==> src/rtl/spi_sample_rx_if.sv <==
// Sample stream handshake between spi_sample_rx (master = producer) and its consumer.
interface spi_sample_rx_if;
    logic [3:0] SAMPLE_DATA;
    logic       SAMPLE_VALID;
    logic       SAMPLE_READY;

    modport master (output SAMPLE_DATA, output SAMPLE_VALID, input SAMPLE_READY);
    modport slave  (input SAMPLE_DATA, input SAMPLE_VALID, output SAMPLE_READY);
endinterface

==> src/rtl/spi_sample_rx.sv <==
// SPI mode-0 slave that rebuilds packed {I0,I1,Q0,Q1} nibbles and buffers them in a FIFO.
// Optional feature macro SPI_RX_WORDCOUNT_EN adds the WORD_COUNT[15:0] output.
module spi_sample_rx #(
    parameter int WORD_BITS  = 8,
    parameter int FIFO_DEPTH = 8
) (
    input  logic            MCU_CLK_25_000,
    input  logic            RESET_N,
    input  logic            MCU_SCK,
    input  logic            MCU_SS,
    input  logic            MCU_MOSI,
    spi_sample_rx_if.master smp,
    output logic            OVERFLOW,
    output logic            FRAME_ERR,
    input  logic            ERR_CLR
`ifdef SPI_RX_WORDCOUNT_EN
    ,
    output logic [15:0]     WORD_COUNT
`endif
);

    localparam int NIBS = WORD_BITS / 4;
    localparam int CW   = (WORD_BITS > 1) ? $clog2(WORD_BITS) : 1;
    localparam int NW   = (NIBS > 1) ? $clog2(NIBS) : 1;
    localparam int AW   = $clog2(FIFO_DEPTH);

    typedef enum logic [1:0] {
        ST_IDLE   = 2'd0,
        ST_SHIFT  = 2'd1,
        ST_UNPACK = 2'd2
    } state_t;

    logic sck_meta_r, sck_sync_r, sck_hist_r;
    logic ss_meta_r, ss_sync_r, ss_hist_r;
    logic mosi_meta_r, mosi_sync_r;
    logic sck_rise_s, ss_rise_s, ss_fall_s;

    state_t               state_r;
    logic [WORD_BITS-1:0] shift_r;
    logic [WORD_BITS-1:0] unpack_r;
    logic [CW-1:0]        bit_cnt_r;
    logic [NW-1:0]        nib_idx_r;

    logic                 shift_en_s;
    logic                 word_done_s;
    logic                 frame_set_s;
    logic                 wr_en_s;
    logic [3:0]           wr_nib_s;

    logic [3:0]           mem_r [FIFO_DEPTH];
    logic [AW:0]          wr_ptr_r, rd_ptr_r, wr_ptr_n_s, rd_ptr_n_s;
    logic [3:0]           data_r, head_n_s;
    logic                 valid_r, valid_n_s;
    logic                 full_s, pop_s, push_s, drop_s;
    logic                 overflow_r, frame_err_r;

    // Two-stage synchronizers plus history flops for edge detection; SS idles high.
    always_ff @(posedge MCU_CLK_25_000 or negedge RESET_N) begin
        if (!RESET_N) begin
            sck_meta_r  <= 1'b0;
            sck_sync_r  <= 1'b0;
            sck_hist_r  <= 1'b0;
            ss_meta_r   <= 1'b1;
            ss_sync_r   <= 1'b1;
            ss_hist_r   <= 1'b1;
            mosi_meta_r <= 1'b0;
            mosi_sync_r <= 1'b0;
        end else begin
            sck_meta_r  <= MCU_SCK;
            sck_sync_r  <= sck_meta_r;
            sck_hist_r  <= sck_sync_r;
            ss_meta_r   <= MCU_SS;
            ss_sync_r   <= ss_meta_r;
            ss_hist_r   <= ss_sync_r;
            mosi_meta_r <= MCU_MOSI;
            mosi_sync_r <= mosi_meta_r;
        end
    end

    assign sck_rise_s = sck_sync_r & ~sck_hist_r;
    assign ss_rise_s  = ss_sync_r & ~ss_hist_r;
    assign ss_fall_s  = ~ss_sync_r & ss_hist_r;

    // Decode the shift, word-complete, framing-error and FIFO-write events for this cycle.
    always_comb begin
        shift_en_s  = 1'b0;
        word_done_s = 1'b0;
        frame_set_s = 1'b0;
        wr_en_s     = 1'b0;
        wr_nib_s    = unpack_r[(WORD_BITS-4) - 4*int'(nib_idx_r) +: 4];
        if ((state_r == ST_SHIFT) || (state_r == ST_UNPACK)) begin
            if (ss_rise_s) begin
                frame_set_s = (bit_cnt_r != '0);
            end else begin
                shift_en_s = sck_rise_s & ~ss_sync_r;
            end
        end else begin
            shift_en_s = 1'b0;
        end
        if (state_r == ST_SHIFT) begin
            word_done_s = shift_en_s && (bit_cnt_r == CW'(WORD_BITS - 1));
        end else begin
            word_done_s = 1'b0;
        end
        if (state_r == ST_UNPACK) begin
            wr_en_s = 1'b1;
        end else begin
            wr_en_s = 1'b0;
        end
    end

    // Receive FSM: shifter keeps running during UNPACK, which drains the latched word.
    always_ff @(posedge MCU_CLK_25_000 or negedge RESET_N) begin
        if (!RESET_N) begin
            state_r   <= ST_IDLE;
            shift_r   <= '0;
            unpack_r  <= '0;
            bit_cnt_r <= '0;
            nib_idx_r <= '0;
        end else begin
            case (state_r)
                ST_IDLE: begin
                    shift_r   <= '0;
                    bit_cnt_r <= '0;
                    nib_idx_r <= '0;
                    if (ss_fall_s) begin
                        state_r <= ST_SHIFT;
                    end else begin
                        state_r <= ST_IDLE;
                    end
                end
                ST_SHIFT: begin
                    if (ss_rise_s) begin
                        shift_r   <= '0;
                        bit_cnt_r <= '0;
                        state_r   <= ST_IDLE;
                    end else if (word_done_s) begin
                        shift_r   <= {shift_r[WORD_BITS-2:0], mosi_sync_r};
                        unpack_r  <= {shift_r[WORD_BITS-2:0], mosi_sync_r};
                        bit_cnt_r <= '0;
                        nib_idx_r <= '0;
                        state_r   <= ST_UNPACK;
                    end else if (shift_en_s) begin
                        shift_r   <= {shift_r[WORD_BITS-2:0], mosi_sync_r};
                        bit_cnt_r <= bit_cnt_r + CW'(1);
                    end else begin
                        state_r   <= ST_SHIFT;
                    end
                end
                ST_UNPACK: begin
                    if (ss_rise_s) begin
                        shift_r   <= '0;
                        bit_cnt_r <= '0;
                    end else if (shift_en_s) begin
                        shift_r   <= {shift_r[WORD_BITS-2:0], mosi_sync_r};
                        bit_cnt_r <= bit_cnt_r + CW'(1);
                    end else begin
                        shift_r   <= shift_r;
                    end
                    if (nib_idx_r == NW'(NIBS - 1)) begin
                        nib_idx_r <= '0;
                        // SS level decides the return state; catches an SS pulse hidden inside UNPACK.
                        state_r   <= ss_sync_r ? ST_IDLE : ST_SHIFT;
                    end else begin
                        nib_idx_r <= nib_idx_r + NW'(1);
                    end
                end
                default: begin
                    state_r <= ST_IDLE;
                end
            endcase
        end
    end

    assign full_s = (wr_ptr_r[AW] != rd_ptr_r[AW]) && (wr_ptr_r[AW-1:0] == rd_ptr_r[AW-1:0]);
    assign pop_s  = valid_r & smp.SAMPLE_READY;
    assign push_s = wr_en_s & (~full_s | pop_s);
    assign drop_s = wr_en_s & full_s & ~pop_s;

    // Next pointers and next registered head; a write landing on the new head is forwarded.
    always_comb begin
        wr_ptr_n_s = wr_ptr_r;
        rd_ptr_n_s = rd_ptr_r;
        if (push_s) begin
            wr_ptr_n_s = wr_ptr_r + (AW+1)'(1);
        end else begin
            wr_ptr_n_s = wr_ptr_r;
        end
        if (pop_s) begin
            rd_ptr_n_s = rd_ptr_r + (AW+1)'(1);
        end else begin
            rd_ptr_n_s = rd_ptr_r;
        end
        if (push_s && (wr_ptr_r[AW-1:0] == rd_ptr_n_s[AW-1:0])) begin
            head_n_s = wr_nib_s;
        end else begin
            head_n_s = mem_r[rd_ptr_n_s[AW-1:0]];
        end
        valid_n_s = (wr_ptr_n_s != rd_ptr_n_s);
    end

    // FIFO storage, pointers and the registered head/valid pair.
    always_ff @(posedge MCU_CLK_25_000 or negedge RESET_N) begin
        if (!RESET_N) begin
            for (int i = 0; i < FIFO_DEPTH; i++) begin
                mem_r[i] <= 4'h0;
            end
            wr_ptr_r <= '0;
            rd_ptr_r <= '0;
            data_r   <= 4'h0;
            valid_r  <= 1'b0;
        end else begin
            if (push_s) begin
                mem_r[wr_ptr_r[AW-1:0]] <= wr_nib_s;
            end
            wr_ptr_r <= wr_ptr_n_s;
            rd_ptr_r <= rd_ptr_n_s;
            data_r   <= head_n_s;
            valid_r  <= valid_n_s;
        end
    end

    // Sticky error flags; a new error in the same cycle as ERR_CLR keeps the flag set.
    always_ff @(posedge MCU_CLK_25_000 or negedge RESET_N) begin
        if (!RESET_N) begin
            overflow_r  <= 1'b0;
            frame_err_r <= 1'b0;
        end else begin
            overflow_r  <= drop_s | (overflow_r & ~ERR_CLR);
            frame_err_r <= frame_set_s | (frame_err_r & ~ERR_CLR);
        end
    end

    assign smp.SAMPLE_DATA  = data_r;
    assign smp.SAMPLE_VALID = valid_r;
    assign OVERFLOW         = overflow_r;
    assign FRAME_ERR        = frame_err_r;

`ifdef SPI_RX_WORDCOUNT_EN
    logic [15:0] word_cnt_r;

    // Completed-word counter; a word finishing alongside ERR_CLR is counted after the clear.
    always_ff @(posedge MCU_CLK_25_000 or negedge RESET_N) begin
        if (!RESET_N) begin
            word_cnt_r <= 16'h0000;
        end else if (ERR_CLR) begin
            word_cnt_r <= word_done_s ? 16'h0001 : 16'h0000;
        end else if (word_done_s) begin
            word_cnt_r <= word_cnt_r + 16'h0001;
        end else begin
            word_cnt_r <= word_cnt_r;
        end
    end

    assign WORD_COUNT = word_cnt_r;
`endif

endmodule

==> src/flat_wrapper.sv <==
// flat-port wrapper written by rule: the top's interface ports become plain ports
module spi_sample_rx_flat 
#(
    parameter int WORD_BITS  = 8,
    parameter int FIFO_DEPTH = 8
)
  (MCU_CLK_25_000, RESET_N, MCU_SCK, MCU_SS, MCU_MOSI, OVERFLOW, FRAME_ERR, ERR_CLR, smp_SAMPLE_DATA, smp_SAMPLE_VALID, smp_SAMPLE_READY);
  spi_sample_rx_if smp_i ();
  input  logic MCU_CLK_25_000;
  input  logic RESET_N;
  input  logic MCU_SCK;
  input  logic MCU_SS;
  input  logic MCU_MOSI;
  output logic OVERFLOW;
  output logic FRAME_ERR;
  input  logic ERR_CLR;
  output wire logic [$bits(smp_i.SAMPLE_DATA)-1:0] smp_SAMPLE_DATA;
  output wire logic [$bits(smp_i.SAMPLE_VALID)-1:0] smp_SAMPLE_VALID;
  input wire logic [$bits(smp_i.SAMPLE_READY)-1:0] smp_SAMPLE_READY;
  assign smp_SAMPLE_DATA = smp_i.SAMPLE_DATA;
  assign smp_SAMPLE_VALID = smp_i.SAMPLE_VALID;
  assign smp_i.SAMPLE_READY = smp_SAMPLE_READY;
  spi_sample_rx #(.WORD_BITS(WORD_BITS), .FIFO_DEPTH(FIFO_DEPTH)) u_core (.MCU_CLK_25_000(MCU_CLK_25_000), .RESET_N(RESET_N), .MCU_SCK(MCU_SCK), .MCU_SS(MCU_SS), .MCU_MOSI(MCU_MOSI), .smp(smp_i), .OVERFLOW(OVERFLOW), .FRAME_ERR(FRAME_ERR), .ERR_CLR(ERR_CLR));
endmodule
==> config.mk <==
export PLATFORM = sky130hd
export DESIGN_NAME = spi_sample_rx_flat
export DESIGN_NICKNAME = d
export VERILOG_FILES = /design/src/rtl/spi_sample_rx_if.sv /design/src/rtl/spi_sample_rx.sv /design/src/flat_wrapper.sv
export SDC_FILE = /design/constraint.sdc
export NUM_CORES = 1
export LEC_CHECK = 0
export CORE_MARGIN = 5
export CORE_UTILIZATION = 50
export DETAILED_ROUTE_END_ITERATION = 7
export DONT_BUFFER_PORTS = 1
export MAX_ROUTING_LAYER = met4
export SLEW_MARGIN = 20
export SYNTH_ARGS = -nofsm -noshare
export SYNTH_HDL_FRONTEND = slang
export SYNTH_SLANG_ARGS = --single-unit
==> constraint.sdc <==
create_clock -name MCU_CLK_25_000 -period 5.5 [get_ports MCU_CLK_25_000]
set_clock_uncertainty 0.1 [all_clocks]
set_input_delay 0.55 -clock MCU_CLK_25_000 [delete_from_list [all_inputs] [get_ports MCU_CLK_25_000]]
set_output_delay 0.55 -clock MCU_CLK_25_000 [all_outputs]
set_load 0.02 [all_outputs]
==> out/qor.yml, run 1 <==
run_status:
  status: "finished clean"
timing:
  hold_viol_final: 0
  grt_setup_unrepaired: "false"
  max_freq_mhz: 380
  drv_slew: 0
  fin_crit_ns: 2.63
  fin_tns_setup_ns: 0
  setup_viol: 0
  fin_crit_sh: 0.479
  max_slew_margin: 0.543
  tightest_slew_ns: 0.681
cts:
  h-tree-depth: 3
  clock_path_buffers: 2
  cts_inserted_buffers: 9
  root_buffer: "clkbuf_8"
  cts_tree: "done"
  hold_buffers: 2
  clk_pin_slew_ns: 0.09
  clk_latency_ns: 0.35
  cts_setup_buffers: 0
  cts_resized: 0
  clkSinkCount: 76
routing:
  antenna_left: 0
  drcViolationCount: 0
  wl_per_cell_um: 17.2
  via_per_inst: 5.59
  dr.pass1.iters: 4
  vias: 2326
  drtIter0Drc: 79
  wirelength_mm: 7.14
pwr:
  pwr-share-clk: 0.264
  power_density_mw_per_mm2: 371
  power_frac_seq: 0.444
  p_switching_w: 0.000542
  combPwrFrac: 0.291
  swShare: 0.363
  p_int_w: 0.000952
  ir_drop_mv: 0.192
  cellLeakagePower_nw: 1.85
global_route:
  grt_pass1_wl_mm: 12.4
  antenna_found_initial: 0
  grt_start_max_net_pins: 77
  first_global_vias: 2432
  track_usage: 0.169
  grt-ovfl-total: 0
yosys:
  yosysSeqAreaShare: 0.506
  synth.distinct_cells: 54
  syn_nets: 329
  synthArstFlopShare: 1.00
  synth_flop_cell: "dfrtp_1"
  synth_area_mm2: 0.00376
  syn_inst: 312
  avgSynthCellArea_um2: 12.1
  ys_ff_latch: 76
  yosysWarnings: 0
  synth_edf_count: 0
floorplanning:
  rows: 31
  core-area_mm2: 0.00729
  initial_core_util: 0.516
  die-area_mm2: 0.00936
  io_pins: 14
  die_h_um: 96.7
  die-width_um: 96.7
final_layout:
  fill_cells: 639
  fin_nets: 329
  area_growth_pct: 7.12
  final_area_mm2: 0.00403
  drive_gt1_frac: 0.142
  diodes: 0
critical_path:
  cp_cell_sequence: "ha_1 > and3_4 > nor2_8 > inv_4 > mux4_2 > mux2_2 > mux2_2"
  startpoint_type: "flip-flop"
  cp_common_cell: "mux2_2"
  cp_data_required_time_ns: 5.64
  end_kind: "flip-flop"
  cp_max_fo: 13
  crit_type: "flip-flop to flip-flop"
  crit_family: "multiplexers"
  slowest_delay_ns: 0.56
  slowest_stage: "dfrtp_1"
  cp.arrival_ns: 2.77
  cp_num_buf_inv: 1
flow_run:
  max_cap_violations: 0
placement:
  placed_cell_area_mm2: 0.00381
  hpwl_mm: 5.07
  place.gp.congestion: 0.814
  numPortBuffers: 0
hold_path:
  worstHoldPathType: "input pin to flip-flop"
-- sequential cells by signal, summed over array words and instances, names as in the netlist, 2 cells and up --
| signal | cells |
|---|---|
| u_core.state_r | 2 |
| u_core.rd_ptr_r | 4 |
| u_core.unpack_r | 8 |
| u_core.wr_ptr_r | 4 |
| u_core.shift_r | 7 |
| u_core.smp.SAMPLE_DATA | 4 |
| u_core.mem_r | 32 |
| u_core.bit_cnt_r | 3 |
-- power by group through the flow --
| stage | clock network [W] | registers [W] | logic, W |
|---|---|---|---|
| 6_report | 0.000395 | 0.000664 | 0.000435 |
| 5_1_grt | 0.000435 | 0.000670 | 0.000488 |
| 4_1_cts | 0.000409 | 0.000664 | 0.000436 |
| 3_5_place_dp | 0 | 0.000674 | 0.000421 |
| 3_3_place_gp | 0 | 0.000674 | 0.000415 |
| 2_1_floorplan | 0 | 0.000642 | 0.000382 |
-- final timing paths --
kind / start / end / slack [ns] / cells after the start
min reg2reg: u_core.mosi_meta_r / u_core.mosi_sync_r / 0.25 / 0
min: MCU_SS / u_core.ss_meta_r / 0.09 / 0
max reg2reg: u_core.rd_ptr_r[0] / u_core.smp.SAMPLE_DATA[2] / 2.87 / 7
min in group asynchronous: RESET_N / u_core.mem_r[27] / 0.69 / 2
max: u_core.rd_ptr_r[0] / u_core.smp.SAMPLE_DATA[2] / 2.87 / 7
max in group asynchronous: RESET_N / u_core.ss_meta_r / 4.29 / 2
-- layout make-up --
type | count | area (um2) | area share
Multi-Input combinational cell | 206 | 1720 | 0.426
Clock buffer | 9 | 124 | 0.0307
Inverter | 17 | 66.3 | 0.0165
Clock inverter | 7 | 57.6 | 0.0143
Sequential cell | 76 | 1910 | 0.473
Timing Repair Buffer | 2 | 37.5 | 0.00931
Tap cell | 99 | 124 | 0.0307
-- cell usage after synthesis, types with 2 or more instances --
master,instances,area (um2)
o21ai_0,6,30.0
a31oi_1,2,12.5
mux2i_1,10,100
ha_1,10,125
inv_1,16,60.1
nand3_1,11,55.1
or2_2,2,12.5
or3_1,4,25.0
o2111ai_1,4,35.0
and3_1,4,25.0
nand2_1,9,33.8
a21oi_1,10,50.1
nor2_1,11,41.3
a22o_1,8,70.1
dfstp_2,3,78.8
dfrtp_1,73,1830
nor3_1,12,60.1
and2_1,2,12.5
buf_2,3,15.0
xor2_1,4,35.0
xnor3_1,2,45.0
clkbuf_1,6,22.5
o21ai_1,3,15.0
o22ai_1,9,56.3
nor2b_1,3,18.8
mux2_1,32,360
xnor2_1,10,87.6
buf_6,3,33.8
mux2_2,15,169
-- cell usage in the layout, fill, tap and decap left out, types with 6 or more instances in the layout --
| cell type | Yosys | final |
|---|---|---|
| a22o_1 | 8 | 8 |
| o21ai_0 | 6 | 6 |
| inv_1 | 16 | 16 |
| o22ai_1 | 9 | 9 |
| a21oi_1 | 10 | 10 |
| ha_1 | 10 | 10 |
| nand3_1 | 11 | 11 |
| clkbuf_8 | 0 | 9 |
| mux2i_1 | 10 | 10 |
| mux2_1 | 32 | 32 |
| mux2_2 | 15 | 15 |
| nand2_1 | 9 | 9 |
| nor3_1 | 12 | 12 |
| dfrtp_1 | 73 | 73 |
| xnor2_1 | 10 | 10 |
| nor2_1 | 11 | 11 |
-- cell families after synthesis --
group / after synthesis / synth area share
xor gates and xnor gates: 16 / 0.0446
adders and majority gates: 10 / 0.0333
buffers and inverters: 30 / 0.0376
muxes: 58 / 0.173
AOI/OAI and AO/OA: 54 / 0.102
DFF: 76 / 0.506
and+or+nand+nor: 68 / 0.103
-- routing by layer --
metal	up-vias	wire (um)	part of all wire	GRT usage
li1	1130	-	-	-
met1	1149	3280	0.46	0.215
met2	41	3520	0.49	0.265
met3	6	278	0.039	0.0489
met4	0	65	0.0091	0.0464
met5	-	0	0	-
-- stage by stage --
stage                     hold WS, ns  utilization  instances  total power (W)  setup WS (ns)
after CTS                      0.0636        0.553        416          0.00151           2.87
final                          0.0880        0.553        416          0.00149           2.87
after global placement          0.157        0.523        398          0.00109           2.92
after global routing           0.0510        0.553        416          0.00159           2.73
after floorplan                 0.154            -        312          0.00102           3.10
after detailed placement        0.156        0.523        398          0.00109           2.88
No activity file was read; power rests on OpenSTA's default activity.
==> inputs of run 2 (changes only) <==
ABC_AREA = 1   (was not set)
clock period = 2.8 ns   (was 5.5 ns; I/O delays follow)
==> run 2 against run 1 <==
- wire length grew 11%
- synthesized area grew 3.3%
- worst setup slack lost 2.3 ns
- critical path depth grew 2
- global-route usage grew 2.0 points
- largest cell class unchanged
- die area grew 2.9%
- total power grew 95%
==> out/qor.yml, run 2 <==
routing:
  drcViolationCount: 0  # unchanged
  antenna_left: 0  # unchanged
  via_per_inst: 5.08  # was 5.59
  wl_per_cell_um: 13.7  # was 17.2 um
  vias: 2932  # was 2326
  dr.pass1.iters: 4  # unchanged
  wirelength_mm: 7.90  # was 7.14 mm
  drtIter0Drc: 146  # was 79
global_route:
  grt-ovfl-total: 0  # unchanged
  antenna_found_initial: 0  # unchanged
  use_met3: 0.0436  # was 0.0489
  grt_pass1_wl_mm: 14.2  # was 12.4 mm
  first_global_vias: 2971  # was 2432
  grt_start_max_net_pins: 77  # unchanged
  met2_usage: 0.298  # was 0.265
  gr-max-usage-layer: "met2"  # unchanged
  track_usage: 0.189  # was 0.169
  met1_usage: 0.241  # was 0.215
timing:
  max_freq_mhz: 453  # was 380 MHz
  hold_viol_final: 0  # unchanged
  setup_viol: 0  # unchanged
  hold_slack_ns: 0.0211  # was 0.0880 ns
  drv_slew: 0  # unchanged
  fin_crit_sh: 0.788  # was 0.479
  fin_tns_setup_ns: 0  # unchanged
  max_slew_margin: 0.466  # was 0.543
  fin_ws_ns: 0.593  # was 2.87 ns
  grt_setup_unrepaired: "false"  # unchanged
  tightest_slew_ns: 0.796  # was 0.681 ns
  fin_crit_ns: 2.21  # was 2.63 ns
yosys:
  synth_area_mm2: 0.00388  # was 0.00376 mm2
  synth_flop_cell: "dfrtp_1"  # unchanged
  synthArstFlopShare: 1.00  # unchanged
  syn_nets: 477  # was 329
  yosysWarnings: 0  # unchanged
  synthTopCellsByArea: "dfrtp_1 (47%), nand2_1 (13%), o21ai_0 (5.7%)"  # was dfrtp_1 (49%), mux2_1 (9.6%), mux2_2 (4.5%)
  yosysSeqAreaShare: 0.490  # was 0.506
  synthTopCellsByCount: "nand2_1 (139), dfrtp_1 (73), inv_1 (55), o21ai_0 (44), nand3_1 (30)"  # was dfrtp_1 (73), mux2_1 (32), inv_1 (16), mux2_2 (15), nor3_1 (12)
  synth.distinct_cells: 38  # was 54
  synth_top_cell_area_share: 0.470  # was 0.486
  yosysMostFrequentCell: "nand2_1"  # was dfrtp_1
  syn_inst: 460  # was 312
  ys_ff_latch: 76  # unchanged
  yosysTopAreaCell: "dfrtp_1"  # unchanged
  synth_edf_count: 0  # unchanged
  avgSynthCellArea_um2: 8.45  # was 12.1 um2
final_layout:
  final_common_cell: "nand2_1"  # was dfrtp_1
  drive_gt1_frac: 0.114  # was 0.142
  top_regs: "u_core.mem_r: 32 flops, u_core.unpack_r: 8 flops, u_core.shift_r: 7 flops"  # unchanged
  multiInputGateArea_mm2: 0.00167  # was 0.00172 mm2
  area_growth_pct: 8.92  # was 7.12%
  largest_reg_flops: 32  # unchanged
  seqCellArea_mm2: 0.00191  # unchanged
  stdcell_count: 577  # was 416
  fin_nets: 487  # was 329
  final_cell_mix: "nand2_1 (139), dfrtp_1 (73), inv_1 (55)"  # was dfrtp_1 (73), mux2_1 (32), inv_1 (16)
  diodes: 0  # unchanged
  fill_cells: 709  # was 639
  max_flop_register: "u_core.mem_r"  # unchanged
cts:
  clock_path_buffers: 2  # unchanged
  root_buffer: "clkbuf_8"  # unchanged
  cts_tree: "done"  # unchanged
  clk_latency_ns: 0.35  # about the same
  clk_pin_slew_ns: 0.08  # was 0.09 ns
  h-tree-depth: 3  # unchanged
  cts_inserted_buffers: 9  # unchanged
  clkSinkCount: 76  # unchanged
floorplanning:
  io_pins: 14  # unchanged
  die-width_um: 98.1  # was 96.7 um
  rows: 32  # was 31
  die_h_um: 98.1  # was 96.7 um
  core-area_mm2: 0.00765  # was 0.00729 mm2
  initial_core_util: 0.508  # was 0.516
  die-area_mm2: 0.00963  # was 0.00936 mm2
placement:
  place_ws_ns: 0.609  # was 2.88 ns
  place.gp.congestion: 0.826  # was 0.814
  placed_cells: 556  # was 398
  numPortBuffers: 0  # unchanged
  hpwl_mm: 5.60  # was 5.07 mm
hold_path:
  whs_path_depth: 3  # was 0
  hp-start: "ERR_CLR"  # was MCU_SS
  whs_endpoint: "u_core.OVERFLOW"  # was u_core.ss_meta_r
  worstHoldPathType: "input pin to flip-flop"  # unchanged
pwr:
  cellLeakagePower_nw: 2.01  # was 1.85 nW
  finalPower_w: 0.00291  # was 0.00149 W
  ir_drop_mv: 0.325  # was 0.192 mV
  power_density_mw_per_mm2: 688  # was 371 mW/mm2
critical_path:
  cp.arrival_ns: 2.34  # was 2.77 ns
  ff2ff_setup_slack_ns: 0.59  # was 2.87 ns
  end_kind: "flip-flop"  # unchanged
  crit_type: "flip-flop to flip-flop"  # unchanged
  cp_max_fo: 9  # was 13
  r2r_start: "u_core.rd_ptr_r[0]"  # unchanged
  startpoint_type: "flip-flop"  # unchanged
  cp_data_required_time_ns: 2.93  # was 5.64 ns
  r2r-end: "u_core.smp.SAMPLE_DATA[2]"  # unchanged
  r2r_cells: 9  # was 7
flow_run:
  max_cap_violations: 0  # unchanged
run_status:
  status: "finished clean"  # unchanged
run 2: cell count changes after synthesis, sizes merged, moves of 8 or more:
cell | previous run | this run
nand2 | 9 | 146
o21ai | 9 | 64
mux2 | 47 | 0
inv | 17 | 61
nand3 | 11 | 31
o211ai | 1 | 12
mux2i | 10 | 0
xnor2 | 10 | 1
a22o | 8 | 0
run 2: what timing repair did:
item / 4_1_cts / 5_1_grt
endpoints found under the hold margin: 79 / 0
gates resized for setup: 0 / 0
setup buffers: 0 / 0
hold buffers: 5 / 0
run 2: where the power goes:
group	internal (W)	switching [W]	leakage [nW]	total (W)
clock network	0.000369	0.000396	0.0965	0.000765
registers	0.00118	0.000112	0.947	0.00130
logic	0.000283	0.000566	0.964	0.000849
run 2: through the flow:
step	cell area, um2	utilization
2_1_floorplan	3880	-
3_3_place_gp	3990	0.521
3_5_place_dp	3990	0.521
4_1_cts	4230	0.553
5_1_grt	4230	0.553
6_report	4230	0.553
run 2: cell type report:
| class | count | share of cell area |
|---|---|---|
| multi-input combinational | 311 | 0.395 |
| clock inverter | 4 | 0.00562 |
| tap | 102 | 0.0302 |
| inverter | 62 | 0.0574 |
| timing repair buffer | 10 | 0.0248 |
| clock buffer | 12 | 0.0367 |
| sequential | 76 | 0.450 |
run 2: logic make-up after synthesis:
| kind of cell | count (synthesis) | share of synthesized area |
|---|---|---|
| fa+ha+maj | 10 | 0.0322 |
| buf+inv | 73 | 0.0792 |
| compound gates | 91 | 0.136 |
| xor+xnor | 5 | 0.0113 |
| simple gates | 205 | 0.251 |
| flops | 76 | 0.490 |
run 2: critical path, stage by stage, from the launching register on:
cell	delay, ns
dfrtp_1	0.44
ha_1	0.30
inv_1	0.03
o21ai_1	0.28
buf_4	0.24
xor2_1	0.10
nor3_2	0.31
nand2_1	0.16
nand2_1	0.09
nand2_1	0.05
run 2: how the worst max path moves through the flow:
| stage | from | to | slack [ns] | depth (start not counted) |
|---|---|---|---|---|
| detailed placement | u_core.wr_ptr_r[1] | u_core.mem_r[3] | 0.61 | 9 |
| CTS | u_core.wr_ptr_r[1] | u_core.mem_r[3] | 0.56 | 9 |
| floorplan | u_core.state_r[0] | u_core.unpack_r[2] | 0.92 | 9 |
| global route | u_core.state_r[1] | u_core.unpack_r[0] | 0.38 | 8 |
| finish | u_core.rd_ptr_r[0] | u_core.smp.SAMPLE_DATA[2] | 0.59 | 9 |
| global placement | u_core.wr_ptr_r[1] | u_core.mem_r[3] | 0.63 | 9 |
run 2: per-layer routing:
metal  part of all wire  routed length, um
met5                  0                  0
met4              0.011                 87
met3              0.028                223
met2               0.50               3960
met1               0.46               3640
